## src/rtl/vga_timing_gen.sv

```systemverilog
// vga_timing_gen: raster timing generator for a VGA-style display.
// A clock divider produces one pixel advance every CLK_DIV clk cycles; on
// each advance the horizontal/vertical counters step through the full
// raster, and all decoded outputs (video_on, syncs) are registered from the
// next counter values so they change only on advance edges. pix_tick,
// frame_start and vblank_start are single-clk strobes in the cycle after
// the advance that produced them.
module vga_timing_gen #(
  parameter int H_ACTIVE        = 640,
  parameter int H_FP            = 16,
  parameter int H_SYNC          = 96,
  parameter int H_BP            = 48,
  parameter int V_ACTIVE        = 480,
  parameter int V_FP            = 10,
  parameter int V_SYNC          = 2,
  parameter int V_BP            = 33,
  parameter int CLK_DIV         = 2,
  parameter int SYNC_ACTIVE_LOW = 1
) (
  input  logic       clk,
  input  logic       reset,
  input  logic       enable,
  output logic       pix_tick,
  output logic [9:0] x_pos,
  output logic [9:0] y_pos,
  output logic       video_on,
  output logic       hsync,
  output logic       vsync,
  output logic       frame_start,
  output logic       vblank_start
);

  // Raster geometry. Totals may reach 1024, so window bounds are kept in
  // 11 bits and counters are zero-extended before comparison.
  localparam int H_TOTAL = H_ACTIVE + H_FP + H_SYNC + H_BP;
  localparam int V_TOTAL = V_ACTIVE + V_FP + V_SYNC + V_BP;

  localparam logic [7:0]  DIV_MAX  = 8'(CLK_DIV - 1);
  localparam logic [9:0]  X_MAX    = 10'(H_TOTAL - 1);
  localparam logic [9:0]  Y_MAX    = 10'(V_TOTAL - 1);
  localparam logic [9:0]  Y_VBLANK = 10'(V_ACTIVE);
  localparam logic [10:0] H_ACT    = 11'(H_ACTIVE);
  localparam logic [10:0] V_ACT    = 11'(V_ACTIVE);
  localparam logic [10:0] HS_BEG   = 11'(H_ACTIVE + H_FP);
  localparam logic [10:0] HS_END   = 11'(H_ACTIVE + H_FP + H_SYNC);
  localparam logic [10:0] VS_BEG   = 11'(V_ACTIVE + V_FP);
  localparam logic [10:0] VS_END   = 11'(V_ACTIVE + V_FP + V_SYNC);

  // Level driven on the sync pins when the sync window is not active.
  localparam logic SYNC_IDLE = (SYNC_ACTIVE_LOW != 0);

  // True when pos lies strictly below lim.
  function automatic logic below(input logic [9:0] pos, input logic [10:0] lim);
    return ({1'b0, pos} < lim);
  endfunction

  // True when pos lies in the half-open window [lo, hi).
  function automatic logic in_window(input logic [9:0] pos, input logic [10:0] lo,
                                     input logic [10:0] hi);
    return ({1'b0, pos} >= lo) && ({1'b0, pos} < hi);
  endfunction

  // Map a logical "sync asserted" flag onto the pin polarity.
  function automatic logic sync_level(input logic asserted);
    return asserted ^ SYNC_IDLE;
  endfunction

  logic [7:0] div_cnt_r;
  logic [9:0] x_r;
  logic [9:0] y_r;
  logic       video_on_r;
  logic       hsync_r;
  logic       vsync_r;
  logic       pix_tick_r;
  logic       frame_start_r;
  logic       vblank_start_r;

  logic       div_last_s;
  logic       advance_s;
  logic [7:0] div_next_s;
  logic       x_wrap_s;
  logic [9:0] x_next_s;
  logic [9:0] y_next_s;
  logic       video_next_s;
  logic       hsync_next_s;
  logic       vsync_next_s;
  logic       frame_hit_s;
  logic       vblank_hit_s;

  // Divider: counts only while enabled, so a hold resumes exactly where it stopped.
  always_comb begin
    div_last_s = (div_cnt_r == DIV_MAX);
    advance_s  = enable & div_last_s;
    div_next_s = div_cnt_r;
    if (!enable) begin
      div_next_s = div_cnt_r;
    end else if (div_last_s) begin
      div_next_s = 8'd0;
    end else begin
      div_next_s = div_cnt_r + 8'd1;
    end
  end

  // Next raster position: x steps on every advance, y only when x wraps.
  always_comb begin
    x_wrap_s = (x_r == X_MAX);
    x_next_s = x_r;
    y_next_s = y_r;
    if (!advance_s) begin
      x_next_s = x_r;
    end else if (x_wrap_s) begin
      x_next_s = 10'd0;
    end else begin
      x_next_s = x_r + 10'd1;
    end
    if (!(advance_s && x_wrap_s)) begin
      y_next_s = y_r;
    end else if (y_r == Y_MAX) begin
      y_next_s = 10'd0;
    end else begin
      y_next_s = y_r + 10'd1;
    end
  end

  // Decode of the next position, registered below so outputs line up with the counters.
  always_comb begin
    video_next_s = below(x_next_s, H_ACT) && below(y_next_s, V_ACT);
    hsync_next_s = sync_level(in_window(x_next_s, HS_BEG, HS_END));
    vsync_next_s = sync_level(in_window(y_next_s, VS_BEG, VS_END));
    frame_hit_s  = (x_next_s == 10'd0) && (y_next_s == 10'd0);
    vblank_hit_s = (x_next_s == 10'd0) && (y_next_s == Y_VBLANK);
  end

  // Divider and raster counters; reset parks the raster on its last pixel
  // so the first advance lands on (0,0).
  always_ff @(posedge clk or posedge reset) begin
    if (reset) begin
      div_cnt_r <= 8'd0;
      x_r       <= X_MAX;
      y_r       <= Y_MAX;
    end else begin
      div_cnt_r <= div_next_s;
      x_r       <= x_next_s;
      y_r       <= y_next_s;
    end
  end

  // Level outputs: change only on advance edges, hold otherwise.
  always_ff @(posedge clk or posedge reset) begin
    if (reset) begin
      video_on_r <= 1'b0;
      hsync_r    <= SYNC_IDLE;
      vsync_r    <= SYNC_IDLE;
    end else if (advance_s) begin
      video_on_r <= video_next_s;
      hsync_r    <= hsync_next_s;
      vsync_r    <= vsync_next_s;
    end else begin
      video_on_r <= video_on_r;
      hsync_r    <= hsync_r;
      vsync_r    <= vsync_r;
    end
  end

  // Strobes: set by an advance edge, cleared by the following edge.
  always_ff @(posedge clk or posedge reset) begin
    if (reset) begin
      pix_tick_r     <= 1'b0;
      frame_start_r  <= 1'b0;
      vblank_start_r <= 1'b0;
    end else begin
      pix_tick_r     <= advance_s;
      frame_start_r  <= advance_s & frame_hit_s;
      vblank_start_r <= advance_s & vblank_hit_s;
    end
  end

  assign pix_tick     = pix_tick_r;
  assign x_pos        = x_r;
  assign y_pos        = y_r;
  assign video_on     = video_on_r;
  assign hsync        = hsync_r;
  assign vsync        = vsync_r;
  assign frame_start  = frame_start_r;
  assign vblank_start = vblank_start_r;

endmodule

```

## config.mk

```make
export PLATFORM = sky130hd
export DESIGN_NAME = vga_timing_gen
export DESIGN_NICKNAME = d
export VERILOG_FILES = /design/src/rtl/vga_timing_gen.sv
export SDC_FILE = /design/constraint.sdc
export NUM_CORES = 1
export LEC_CHECK = 0
export ABC_AREA = 1
export BUFFER_PORTS_ARGS = -buffer_cell sky130_fd_sc_hd__buf_4
export CORE_MARGIN = 1.5
export CORE_UTILIZATION = 35
export CTS_CLUSTER_SIZE = 25
export DETAILED_ROUTE_END_ITERATION = 8
export SETUP_SLACK_MARGIN = 0.3
export SLEW_MARGIN = 20
export SYNTH_ARGS = -nofsm -noshare
export SYNTH_HDL_FRONTEND = slang
export SYNTH_SLANG_ARGS = --single-unit
```

## constraint.sdc

```tcl
create_clock -name clk -period 2.3 [get_ports clk]
set_clock_uncertainty 0.2 [all_clocks]
set_input_delay 0.46 -clock clk [delete_from_list [all_inputs] [get_ports clk]]
set_output_delay 0.46 -clock clk [all_outputs]
set_load 0.05 [all_outputs]
```

======== Word-level counts from Yosys, hierarchy flattened ========
Index checks and enable logic that the tools add are counted.
storage, ports and cells
  word-level logic and storage cells ...... 40
  output and inout port bits .............. 26
  bits in latches ......................... 0
  input bits .............................. 3
  memory bits (read-only) ................. 0
  memory bits (writable) .................. 0
  bits in registers ....................... 34
  memories kept ........................... 0
cells by class
  add/subtract/negate cells ............... 3
  shifts and indexed selects .............. 0
  div/mod/pow operators ................... 0
  order comparisons ....................... 6
  eq/ne operators ......................... 4
  multipliers ............................. 0
  reductions and logical operators ........ 8
  bitwise gates (word level) .............. 5
  muxes and demuxes ....................... 5
operator list
  kind                                                          count
  two-way mux 10 bit                                            4
  adder 10 x 1 -> 10 bit (second input constant)                2
  equality test 10 bit (second input constant)                  2
  logical NOT 10 bit                                            2
  less-than comparator 10 bit (second input constant)           2
  less-than comparator 10 x 9 -> 1 bit (second input constant)  2
  equality test 10 x 9 -> 1 bit (second input constant)         1
  >= comparator 10 bit (second input constant)                  1
  >= comparator 10 x 9 -> 1 bit (second input constant)         1
  adder 8 x 1 -> 8 bit (second input constant)                  1
  equality test 8 x 1 -> 1 bit (second input constant)          1
  two-way mux 8 bit                                             1
  logical AND 1 bit                                             6
  bitwise AND 1 bit                                             3
  NOT 1 bit                                                     2

======== Depth between registers and ports, before layout ========
Gate-level depths: netlist of run 1.
  depth after elaboration ................. 7
  mapped depth ............................ 16

======== Worst setup path after synthesis of run 1 ========
Ideal clock, no wire load.
  path kind ............................... reg2reg
  start point ............................. register x_r[0], in the netlist x_pos[0]
  end point ............................... register vblank_start_r, in the netlist vblank_start
  stages on the path, launching flop included .. 14
  path slack .............................. -0.045 ns
  required time ........................... 2.031 ns
  clock period less this slack ............ 2.345 ns
  arrival time ............................ 2.076 ns
  path through ............................ dfstp_2 > ha_1 > nand3_2 > nor2_4 > nand3_4 > nor2_4 > buf_6 > nand2_1 > nand2_2 > nand2_2 > nor2_2 > and2_1 > nand2_1 > nor2_2
on the way
  longest elaborated chain between the ends .. 6
  elaborated cells between the ends (all ways) .. 10
ends and longest elaborated chain
  element                        line  RTL
  start: declaration             69    logic [9:0] x_r;
  start signal: assignment       143   x_r <= x_next_s;
  equality test 10 bit           106   x_wrap_s = (x_r == X_MAX);
  logical AND 1 bit              116   if (!(advance_s && x_wrap_s)) begin
  two-way mux 10 bit             116
  via y_next_s[5]                83    logic [9:0] y_next_s;
  equality test 10 x 9 -> 1 bit  131   vblank_hit_s = (x_next_s == 10'd0) && (y_next_s == Y_VBLANK);
  logical AND 1 bit              131
  bitwise AND 1 bit              174   vblank_start_r <= advance_s & vblank_hit_s;
  end signal: assignment         174
  end: declaration               76    logic vblank_start_r;
The timed path passes the listed nets, and every way through them passes these cells.
A chain may end at the register's enable or synchronous reset.

======== Worst setup path in the final report of run 1 ========
  start point ............................. register x_r[1], in the netlist x_pos[1]
  end point ............................... register vsync_r, in the netlist vsync
on the way
  longest elaborated chain between the ends .. 6
  elaborated cells between the ends (all ways) .. 7
ends and longest elaborated chain
  element                                                                                       line  RTL
  equality test 10 bit *                                                                        106
  logical AND 1 bit *                                                                           116
  two-way mux 10 bit *                                                                          116
  via y_next_s[7]                                                                               83
  >= comparator 10 x 9 -> 1 bit / less-than comparator 10 x 9 -> 1 bit (equally long branches)  60    return ({1'b0, pos} >= lo) && ({1'b0, pos} < hi);
  logical AND 1 bit *                                                                           60
  NOT 1 bit (no line) *                                                                         --
  end signal: assignment                                                                        157   vsync_r <= vsync_next_s;
  end signal: assignment                                                                        161   vsync_r <= vsync_r;
  end: declaration                                                                              73    logic vsync_r;
Mark *: on every way through the listed nets, which the timed path passes. The rest lies on a longest branch.

==> flow_metrics.tcl, run 1 <==
set metrics [dict create \
    yosysTopAreaCellShare 0.252 \
    global_route_wire_length_before_repair_um 9360 \
    n_diodes 0 \
    detail_route.first_pass.iterations 4 \
    tritoncts "yes" \
    synthMostInstantiatedCell "sky130_fd_sc_hd__nand2_1" \
    gpl.final_weighted_congestion 0.807 \
    reg2reg_from "x_pos[1]$_DFF_PP1_" \
    detail_route.wirelength_um 5740 \
    worst_setup_path_start_kind "flip-flop" \
    clock_latency_ns 0.29 \
    globalRouteOverflowTotal 0 \
    setup.worst_path.start "x_pos[1]$_DFF_PP1_" \
    number_of_enable_flip_flop_cells_after_synthesis 0 \
    synth_warnings 0 \
    clockBufferDepth 2 \
    worstSetupEndpoint "vsync$_DFFE_PP1N_" \
    maxClockFrequency_mhz 448 \
    layout.nets 369 \
    initial_antenna_violation_count 0 \
    totalPowerFinal_mw 2.31 \
    slew_headroom 0.708 \
    cts_root_buf "sky130_fd_sc_hd__clkbuf_8" \
    post_drt_via_cell_ratio 4.76 \
    drtIter0Drc 105 \
    period_share 0.970 \
    power.density_cell_area_mw_per_mm2 744 \
    drc 0 \
    critPathCaptureType "flip-flop" \
    ys.flop_type "sky130_fd_sc_hd__dfrtp_1" \
    synth_async_sr_flop_share 1.00 \
    synth_cell_types 29 \
    standby_leakage_power_nw 1.47 \
    dp_hpwl_um 3620 \
    worst_hold_class "input port to asynchronous set/reset pin" \
    area_contributors_post_synth "sky130_fd_sc_hd__dfrtp_1, sky130_fd_sc_hd__dfstp_2, sky130_fd_sc_hd__nand2_1, sky130_fd_sc_hd__nor2_1, sky130_fd_sc_hd__inv_1" \
    cap_violations 0 \
    critical_path_arrival_ns 2.24 \
    status "finished clean" \
    cts_inserted_buffers 5 \
    floorplan.initialDensity 0.366 \
    io_pins 29 \
    irDropWorstVdd_mv 0.473 \
    avgRoutedWirePerCell_um 13.1 \
    die_x_um 81.9 \
    antenna_left 0 \
    via_count_of_the_first_global_routing_pass 2037 \
    synth_common_cells "sky130_fd_sc_hd__nand2_1, sky130_fd_sc_hd__nor2_1, sky130_fd_sc_hd__inv_1, sky130_fd_sc_hd__dfrtp_1, sky130_fd_sc_hd__nand3_1" \
    worstPathRequired_ns 2.31 \
    clk_transition_reported_paths_ns 0.08 \
    route.vias.total 2079 \
    cts_hold_repair.buffers 0 \
    crit_fanout 5 \
    num_rows 28 \
    largest_net_degree_at_the_start_of_global_routing 35 \
    die_area_mm2 0.00671 \
    cts.sinks 34 \
    r2r_end "vsync$_DFFE_PP1N_" \
    tns_ns 0 \
    worst-setup-path-type "flip-flop to flip-flop" \
    layout.cell_area.non_filler_mm2 0.00310 \
    dpl-instance-area_mm2 0.00258 \
    yosysSeqAreaShare 0.397 \
    syn-instance-count 297 \
    final_period_minus_worst_setup_slack_ns 2.23 \
    worstMarginPinSlew_ns 0.438 \
    synthesis.nets 305 \
    layout-drive-gt1-share 0.392 \
    slew_violations 0 \
    report.final.hold_viol_count 0 \
    layout_area_overhead_pct 42.2 \
    synth_top_area_cell "sky130_fd_sc_hd__dfrtp_1" \
    clock_tree.htree_level_count 2 \
    post_synthesis_register_bit_count 34 \
    core_area_mm2 0.00596 \
    rr_worst_depth 13 \
    die_height_um 81.9 \
    setup_viol_count_final 0 \
    layout.filler_cells 558 \
    synth.cell_area_mm2 0.00218 \
    grtUsageTotal 0.186 \
    buffer_ports.inserted 28 \
    postSynthAreaPerCell_um2 7.34 \
    grt_setup_unrepaired "yes" \
    r2r_slack_ns 0.07 \
]
power breakdown:
group	leakage, nW	switching (mW)	total, mW	internal [mW]
Combinational	1.03	0.581	0.959	0.378
Clock	0.0482	0.221	0.463	0.242
Sequential	0.397	0.128	0.883	0.755
Total	1.47	0.930	2.31	1.38
logic make-up (layout without fill, tap and decap cells):
family	after synthesis	in the layout	synth area share
AND/OR/NAND/NOR	180	182	0.387
adder cells (fa/ha/maj)	5	5	0.0287
flip-flops	34	34	0.397
XOR/XNOR	7	7	0.0281
AO/OA/AOI/OAI	24	24	0.0671
buffers and inverters	47	110	0.0924
routing by layer:
layer / vias up / GRT usage / routed length [um]
li1: 1057 / - / -
met1: 966 / 0.241 / 2540
met2: 49 / 0.308 / 2850
met3: 7 / 0.0422 / 275
met4: 0 / 0.0542 / 65
met5: - / 0 / 0
area by class of cell:
| cell class | count | area (um2) | share of cell area |
|---|---|---|---|
| Clock inverter | 1 | 5.00 | 0.00161 |
| Multi-Input combinational cell | 218 | 1320 | 0.424 |
| Timing Repair Buffer | 60 | 567 | 0.183 |
| Clock buffer | 7 | 86.3 | 0.0278 |
| Sequential cell | 34 | 873 | 0.282 |
| Inverter | 42 | 160 | 0.0517 |
| Tap cell | 75 | 93.8 | 0.0303 |
state kept, by name, summed over array words and instances (netlist names):
register / count
x_pos: 10
y_pos: 10
div_cnt_r: 8
frame_start: 1
hsync: 1
pix_tick: 1
vblank_start: 1
video_on: 1
vsync: 1
per-stage QoR:
step                cells   util  setup slack (ns)  hold slack, ns
finish                437  0.521            0.0696          0.0663
global route          437  0.521           -0.0820           0.108
CTS                   431  0.499            0.0734          0.0785
floorplan             297      -            0.0435           0.242
detailed placement    407  0.433           -0.0252           0.262
global placement      407  0.433           -0.0192           0.256
placed cells by master (no fill, tap or decap), types with 2 or more instances in the layout:
cell and n:
sky130_fd_sc_hd__inv_1 36, sky130_fd_sc_hd__buf_6 5, sky130_fd_sc_hd__nor3_2 3, sky130_fd_sc_hd__o21ai_0 3, sky130_fd_sc_hd__a21oi_1 4, sky130_fd_sc_hd__buf_12 4
sky130_fd_sc_hd__o21ai_2 3, sky130_fd_sc_hd__ha_1 3, sky130_fd_sc_hd__dfstp_2 10, sky130_fd_sc_hd__nand3_2 4, sky130_fd_sc_hd__nand2_4 3, sky130_fd_sc_hd__nand3_4 3
sky130_fd_sc_hd__nor3_1 3, sky130_fd_sc_hd__nor2_1 32, sky130_fd_sc_hd__dfstp_4 2, sky130_fd_sc_hd__buf_16 2, sky130_fd_sc_hd__nand4_1 7, sky130_fd_sc_hd__nand2_1 75
sky130_fd_sc_hd__xor2_1 7, sky130_fd_sc_hd__nand2_2 11, sky130_fd_sc_hd__o21ai_1 4, sky130_fd_sc_hd__nor2_4 8, sky130_fd_sc_hd__nand3_1 17, sky130_fd_sc_hd__inv_2 5
sky130_fd_sc_hd__dfrtp_1 22, sky130_fd_sc_hd__nor2_2 14, sky130_fd_sc_hd__clkbuf_8 6, sky130_fd_sc_hd__ha_4 2, sky130_fd_sc_hd__o21ai_4 2, sky130_fd_sc_hd__buf_4 48
worst max-delay path, stage by stage (launching register included):
cell,delay (ns)
sky130_fd_sc_hd__dfstp_4,0.63
sky130_fd_sc_hd__ha_4,0.14
sky130_fd_sc_hd__nand3_4,0.10
sky130_fd_sc_hd__inv_4,0.08
sky130_fd_sc_hd__nand2_4,0.06
sky130_fd_sc_hd__nor2_4,0.10
sky130_fd_sc_hd__buf_12,0.13
sky130_fd_sc_hd__nand2_8,0.07
sky130_fd_sc_hd__o21ai_4,0.18
sky130_fd_sc_hd__nand2_2,0.09
sky130_fd_sc_hd__nor2_2,0.09
sky130_fd_sc_hd__nand3_1,0.10
sky130_fd_sc_hd__nor2_2,0.13
sky130_fd_sc_hd__nor2_1,0.05
worst min-delay path by stage:
stage / to / slack (ns) / depth (start not counted)
3_5_place_dp: div_cnt_r[6]$_DFFE_PP0P_ / 0.26 / 1
2_1_floorplan: div_cnt_r[6]$_DFFE_PP0P_ / 0.24 / 1
4_1_cts: div_cnt_r[6]$_DFFE_PP0P_ / 0.08 / 3
3_3_place_gp: div_cnt_r[7]$_DFFE_PP0P_ / 0.26 / 1
6_report: div_cnt_r[6]$_DFFE_PP0P_ / 0.07 / 3
5_1_grt: div_cnt_r[7]$_DFFE_PP0P_ / 0.11 / 3
repair_timing:
| item | 4_1_cts | 5_1_grt |
|---|---|---|
| pin swaps | 20 | 6 |
| setup buffers | 13 | 5 |
| resized for setup | 36 | 15 |
| setup endpoints to repair | 5 | 8 |
| cloned | 3 | 1 |
No activity file was read; power rests on OpenSTA's default activity.
==> run 2, diff against run 1 <==
--- a/config.mk
+++ b/config.mk
@@ -11,8 +11,8 @@
 export CORE_UTILIZATION = 35
 export CTS_CLUSTER_SIZE = 25
 export DETAILED_ROUTE_END_ITERATION = 8
+export REMOVE_ABC_BUFFERS = 1
 export SETUP_SLACK_MARGIN = 0.3
-export SLEW_MARGIN = 20
 export SYNTH_ARGS = -nofsm -noshare
 export SYNTH_HDL_FRONTEND = slang
 export SYNTH_SLANG_ARGS = --single-unit
==> constraint.sdc (replaced) <==
create_clock -name clk -period 2.03 [get_ports clk]
set_clock_uncertainty 0.2 [all_clocks]
set_input_delay 0.406 -clock clk [delete_from_list [all_inputs] [get_ports clk]]
set_output_delay 0.406 -clock clk [all_outputs]
set_load 0.05 [all_outputs]
==> flow_metrics.tcl, run 2 (synthesis gave the netlist of run 1 again) <==
set metrics [dict create \
    setup_viol_count_final 7 \
    worst-setup-path-type "flip-flop to flip-flop" \
    final.setup.worst_slack_ns -0.209 \
    num_rows 28 \
    io_pins 29 \
    grtUsageTotal 0.193 \
    layout.cell_area.non_filler_mm2 0.00357 \
    clock_latency_ns 0.28 \
    cap_violations 0 \
    gpl.final_weighted_congestion 0.824 \
    die_x_um 81.9 \
    critPathCaptureType "flip-flop" \
    rr_worst_depth 10 \
    globalRouteOverflowTotal 0 \
    dp_hpwl_um 4000 \
    cts_hold_repair.buffers 0 \
    global_route_wire_length_before_repair_um 9820 \
    seq_area_um2 866 \
    drtIter0Drc 142 \
    cts_root_buf "sky130_fd_sc_hd__clkbuf_8" \
    worst_hold_class "input port to asynchronous set/reset pin" \
    detail_route.first_pass.iterations 4 \
    detail_route.wirelength_um 6460 \
    slew_headroom 0.705 \
    groute.layer.met3.usage 0.0400 \
    finalCoreUtilization 0.599 \
    met2_usage 0.313 \
    r2r_slack_ns -0.21 \
    final_cells 476 \
    r2r_end "frame_start$_DFF_PP0_" \
    cts.sinks 34 \
    clock_tree.htree_level_count 2 \
    slew_violations 0 \
    core_area_mm2 0.00596 \
    drc 0 \
    tns_ns -1.07 \
    route.vias.total 2290 \
    layout.cells.most_common_list "sky130_fd_sc_hd__nand2_1, sky130_fd_sc_hd__buf_4, sky130_fd_sc_hd__inv_1" \
    layout-drive-gt1-share 0.481 \
    status "finished, violations left" \
    failing_checks "setup timing" \
    die_height_um 81.9 \
    standby_leakage_power_nw 1.71 \
    worstPathRequired_ns 2.04 \
    avgRoutedWirePerCell_um 13.6 \
    largest_net_degree_at_the_start_of_global_routing 35 \
    setup.worst_path.start "x_pos[1]$_DFF_PP1_" \
    worstMarginPinSlew_ns 0.443 \
    irDropWorstVdd_mv 0.620 \
    maxClockFrequency_mhz 447 \
    n_diodes 0 \
    final_common_cell "sky130_fd_sc_hd__nand2_1" \
    power.density_cell_area_mw_per_mm2 853 \
    worst_setup_path_start_kind "flip-flop" \
    critical_path_arrival_ns 2.24 \
    floorplan.initialDensity 0.366 \
    die_area_mm2 0.00671 \
    report.final.hold_viol_count 0 \
    grt_setup_unrepaired "yes" \
    reg2reg_from "x_pos[1]$_DFF_PP1_" \
    place.detailed.instances 440 \
    layout.filler_cells 515 \
    post_drt_via_cell_ratio 4.81 \
    worstSetupEndpoint "frame_start$_DFF_PP0_" \
    via_count_of_the_first_global_routing_pass 2150 \
    tritoncts "yes" \
    dpl-instance-area_mm2 0.00279 \
    global_route.peak_usage_layer "met2" \
    period_share 1.10 \
    clockBufferDepth 2 \
    totalPowerFinal_mw 3.04 \
    crit_fanout 5 \
    layout.nets 408 \
    antenna_left 0 \
    buffer_ports.inserted 28 \
    initial_antenna_violation_count 0 \
    clk_transition_reported_paths_ns 0.07 \
    cts_inserted_buffers 5 \
    layout_area_overhead_pct 63.6 \
    gr-usage-met1 0.250 \
    final_period_minus_worst_setup_slack_ns 2.24 \
    multi_input_area_mm2 0.00139 \
]
[run 2: through the flow]
stage	worst slack [ns]	hold slack, ns
finish	-0.209	0.0178
global route	-0.360	0.0707
CTS	-0.154	0.0270
detailed placement	-0.218	0.261
global placement	-0.192	0.255
floorplan	-0.334	0.242
[run 2: timing repair]
| item | CTS | global route |
|---|---|---|
| pin swaps | 15 | 17 |
| endpoints found under the hold margin | 0 | 0 |
| cloned | 2 | 0 |
| setup buffers | 14 | 12 |
| gates resized for setup | 72 | 46 |
| endpoints found under the setup margin | 34 | 35 |
[run 2: metal layers]
| metal | up-vias | wire length [um] |
|---|---|---|
| met2 | 59 | 3310 |
| li1 | 1139 | - |
| met3 | 10 | 235 |
| met1 | 1082 | 2820 |
| met4 | 0 | 100 |
| met5 | - | 0 |
[run 2: area by class of cell]
type / instances / area share
Multi-Input combinational cell: 217 / 0.388
Timing Repair Buffer: 100 / 0.273
Sequential cell: 34 / 0.243
Inverter: 42 / 0.0449
Tap cell: 75 / 0.0263
Clock buffer: 8 / 0.0253
[run 2: power by group]
part	switching [mW]	leakage, nW	total, mW	internal (mW)
Combinational	0.836	1.26	1.57	0.730
Clock	0.241	0.0455	0.518	0.277
Sequential	0.114	0.396	0.958	0.844
Total	1.19	1.71	3.04	1.85
[run 2: worst max-delay path, cell delays in order (launching register included)]
cell,delay [ns]
sky130_fd_sc_hd__dfstp_2,0.58
sky130_fd_sc_hd__ha_4,0.15
sky130_fd_sc_hd__nand3_4,0.08
sky130_fd_sc_hd__nor2_4,0.11
sky130_fd_sc_hd__nand3_4,0.12
sky130_fd_sc_hd__buf_6,0.17
sky130_fd_sc_hd__a31oi_4,0.20
sky130_fd_sc_hd__nand2_1,0.09
sky130_fd_sc_hd__nor2_1,0.15
sky130_fd_sc_hd__nand4_1,0.18
sky130_fd_sc_hd__nor2_1,0.13
[run 2: worst min path at each step]
stage,startpoint,endpoint,cells past startpoint
3_5_place_dp,div_cnt_r[7]$_DFFE_PP0P_,div_cnt_r[7]$_DFFE_PP0P_,1
6_report,reset,y_pos[4]$_DFF_PP0_,3
5_1_grt,reset,x_pos[5]$_DFF_PP0_,3
2_1_floorplan,div_cnt_r[6]$_DFFE_PP0P_,div_cnt_r[6]$_DFFE_PP0P_,1
4_1_cts,reset,x_pos[6]$_DFF_PP0_,3
3_3_place_gp,div_cnt_r[7]$_DFFE_PP0P_,div_cnt_r[7]$_DFFE_PP0P_,1
==> run 3, diff against run 2 <==
--- a/config.mk
+++ b/config.mk
@@ -13,6 +13,7 @@
 export DETAILED_ROUTE_END_ITERATION = 8
 export REMOVE_ABC_BUFFERS = 1
 export SETUP_SLACK_MARGIN = 0.3
+export SKIP_CTS_REPAIR_TIMING = 1
 export SYNTH_ARGS = -nofsm -noshare
 export SYNTH_HDL_FRONTEND = slang
 export SYNTH_SLANG_ARGS = --single-unit
==> constraint.sdc (replaced) <==
create_clock -name clk -period 2.03 [get_ports clk]
set_clock_uncertainty 0.2 [all_clocks]
set_input_delay 0.1015 -clock clk [delete_from_list [all_inputs] [get_ports clk]]
set_output_delay 0.1015 -clock clk [all_outputs]
set_load 0.05 [all_outputs]
==> flow_metrics.tcl, run 3 (synthesis gave the netlist of run 1 again) <==
set metrics [dict create \
    r2r_slack_ns -0.20 \
    failing_checks "setup timing" \
    final_period_minus_worst_setup_slack_ns 2.23 \
    irDropWorstVdd_mv 0.562 \
    critical_path_cell_count 13 \
    clockBufferDepth 2 \
    clk_transition_reported_paths_ns 0.07 \
    initial_antenna_violation_count 0 \
    slew_headroom 0.698 \
    timing.critical_path.slowest_stage_cell "sky130_fd_sc_hd__dfrtp_1" \
    buffer_ports.inserted 28 \
    crit_fanout 5 \
    critical_path_arrival_ns 2.24 \
    setup.worst_path.start "div_cnt_r[1]$_DFFE_PP0P_" \
    cp_num_buf_inv 2 \
    die_area_mm2 0.00671 \
    post_drt_via_cell_ratio 4.73 \
    reg2reg_from "div_cnt_r[1]$_DFFE_PP0P_" \
    dpl-instance-area_mm2 0.00279 \
    layout.cells.most_common_list "sky130_fd_sc_hd__buf_4, sky130_fd_sc_hd__nand2_1, sky130_fd_sc_hd__inv_1" \
    core_area_mm2 0.00596 \
    layout.nets 399 \
    avgRoutedWirePerCell_um 12.6 \
    globalRouteOverflowTotal 0 \
    period_share 1.10 \
    final_common_cell "sky130_fd_sc_hd__buf_4" \
    status "finished, violations left" \
    max_stage_delay_ns 0.39 \
    layout_area_overhead_pct 52.1 \
    detail_route.first_pass.iterations 4 \
    grt_setup_unrepaired "yes" \
    setup_viol_count_final 5 \
    clock_latency_ns 0.29 \
    drc 0 \
    rr_worst_depth 13 \
    critical-path-top-cell-by-count "sky130_fd_sc_hd__nor2_4" \
    layout.filler_cells 551 \
    critPathCaptureType "flip-flop" \
    antenna_left 0 \
    io_pins 29 \
    tns_ns -0.768 \
    n_diodes 0 \
    cap_violations 0 \
    gpl.final_weighted_congestion 0.824 \
    power.density_cell_area_mw_per_mm2 838 \
    via_count_of_the_first_global_routing_pass 1920 \
    num_rows 28 \
    clock_tree.htree_level_count 2 \
    global_route_wire_length_before_repair_um 8560 \
    layout-drive-gt1-share 0.459 \
    standby_leakage_power_nw 1.60 \
    layout.cell_area.non_filler_mm2 0.00332 \
    tritoncts "yes" \
    floorplan.initialDensity 0.366 \
    final.setup.worst_slack_ns -0.196 \
    cts.sinks 34 \
    worst_hold_startpoint "enable" \
    die_x_um 81.9 \
    slew_violations 0 \
    holdPathEnd "div_cnt_r[2]$_DFFE_PP0P_" \
    detail_route.wirelength_um 5890 \
    worst_hold_class "input port to flip-flop" \
    worstMarginPinSlew_ns 0.453 \
    worst_setup_path_start_kind "flip-flop" \
    ordered_list_of_cells_on_the_worst_path "inv_2 > ha_4 > nand2_4 > nor2_4 > nand2_2 > nor2_4 > buf_12 > nor2_4 > a31oi_4 > nand2_2 > nor2_2 > nand4_1 > nor2_1" \
    cts_root_buf "sky130_fd_sc_hd__clkbuf_8" \
    worst-setup-path-type "flip-flop to flip-flop" \
    worstPathRequired_ns 2.04 \
    maxClockFrequency_mhz 449 \
    totalPowerFinal_mw 2.78 \
    die_height_um 81.9 \
    drtIter0Drc 126 \
    cts_inserted_buffers 5 \
    timing.critical_path.max_delay_family "simple AND/OR/NAND/NOR gates" \
    report.final.hold_viol_count 0 \
    grtUsageTotal 0.167 \
    largest_net_degree_at_the_start_of_global_routing 35 \
    worst_hold_path.num_cells 4 \
    dp_hpwl_um 4000 \
    route.vias.total 2211 \
    r2r_end "frame_start$_DFF_PP0_" \
]
run 3: cell count changes in the layout (fill, tap and decap cells not counted), sizes merged:
cell         before  now
dlygate4sd3       0    2
buf             100   88
clkbuf            8    9
run 3: metal layers:
layer	up-vias	part of all wire	track usage	routed length, um
met2	32	0.48	0.258	2810
met4	0	0.021	0.0746	123
met1	1039	0.47	0.224	2770
met5	-	0	0	0
met3	11	0.032	0.0344	190
li1	1129	-	-	-
run 3: worst max path at each step:
stage | to | slack [ns]
4_1_cts | frame_start$_DFF_PP0_ | -0.24
5_1_grt | frame_start$_DFF_PP0_ | -0.32
3_3_place_gp | vblank_start$_DFF_PP0_ | -0.19
6_report | frame_start$_DFF_PP0_ | -0.20
3_5_place_dp | video_on$_DFFE_PP0N_ | -0.22
2_1_floorplan | vblank_start$_DFF_PP0_ | -0.33
run 3: area by class of cell:
type	count	area, um2	share of cell area
multi-input combinational	217	1350	0.408
sequential	34	866	0.261
timing repair buffer	91	756	0.228
inverter	42	158	0.0475
tap	75	93.8	0.0283
clock buffer	8	90.1	0.0272
run 3: power breakdown:
part           switching (mW)  total [mW]  internal [mW]
sequential             0.0997       0.943          0.844
clock                   0.246       0.523          0.277
combinational           0.749        1.31          0.566
total                    1.09        2.78           1.69
run 3: tightest hold or removal path: stages:
cell and delay (ns):
sky130_fd_sc_hd__buf_4 0.11, sky130_fd_sc_hd__nand2_1 0.05, sky130_fd_sc_hd__nor2_1 0.16, sky130_fd_sc_hd__nor3_1 0.09
run 3: stage by stage:
| step | setup slack, ns | instances | utilization | hold slack (ns) |
|---|---|---|---|---|
| after floorplan | -0.334 | 292 | - | -0.0128 |
| after global routing | -0.318 | 467 | 0.557 | 0.0698 |
| after CTS | -0.239 | 448 | 0.484 | -0.278 |
| final | -0.196 | 467 | 0.557 | 0.0644 |
| after detailed placement | -0.218 | 440 | 0.469 | 0.0403 |
| after global placement | -0.192 | 440 | 0.469 | 0.0383 |
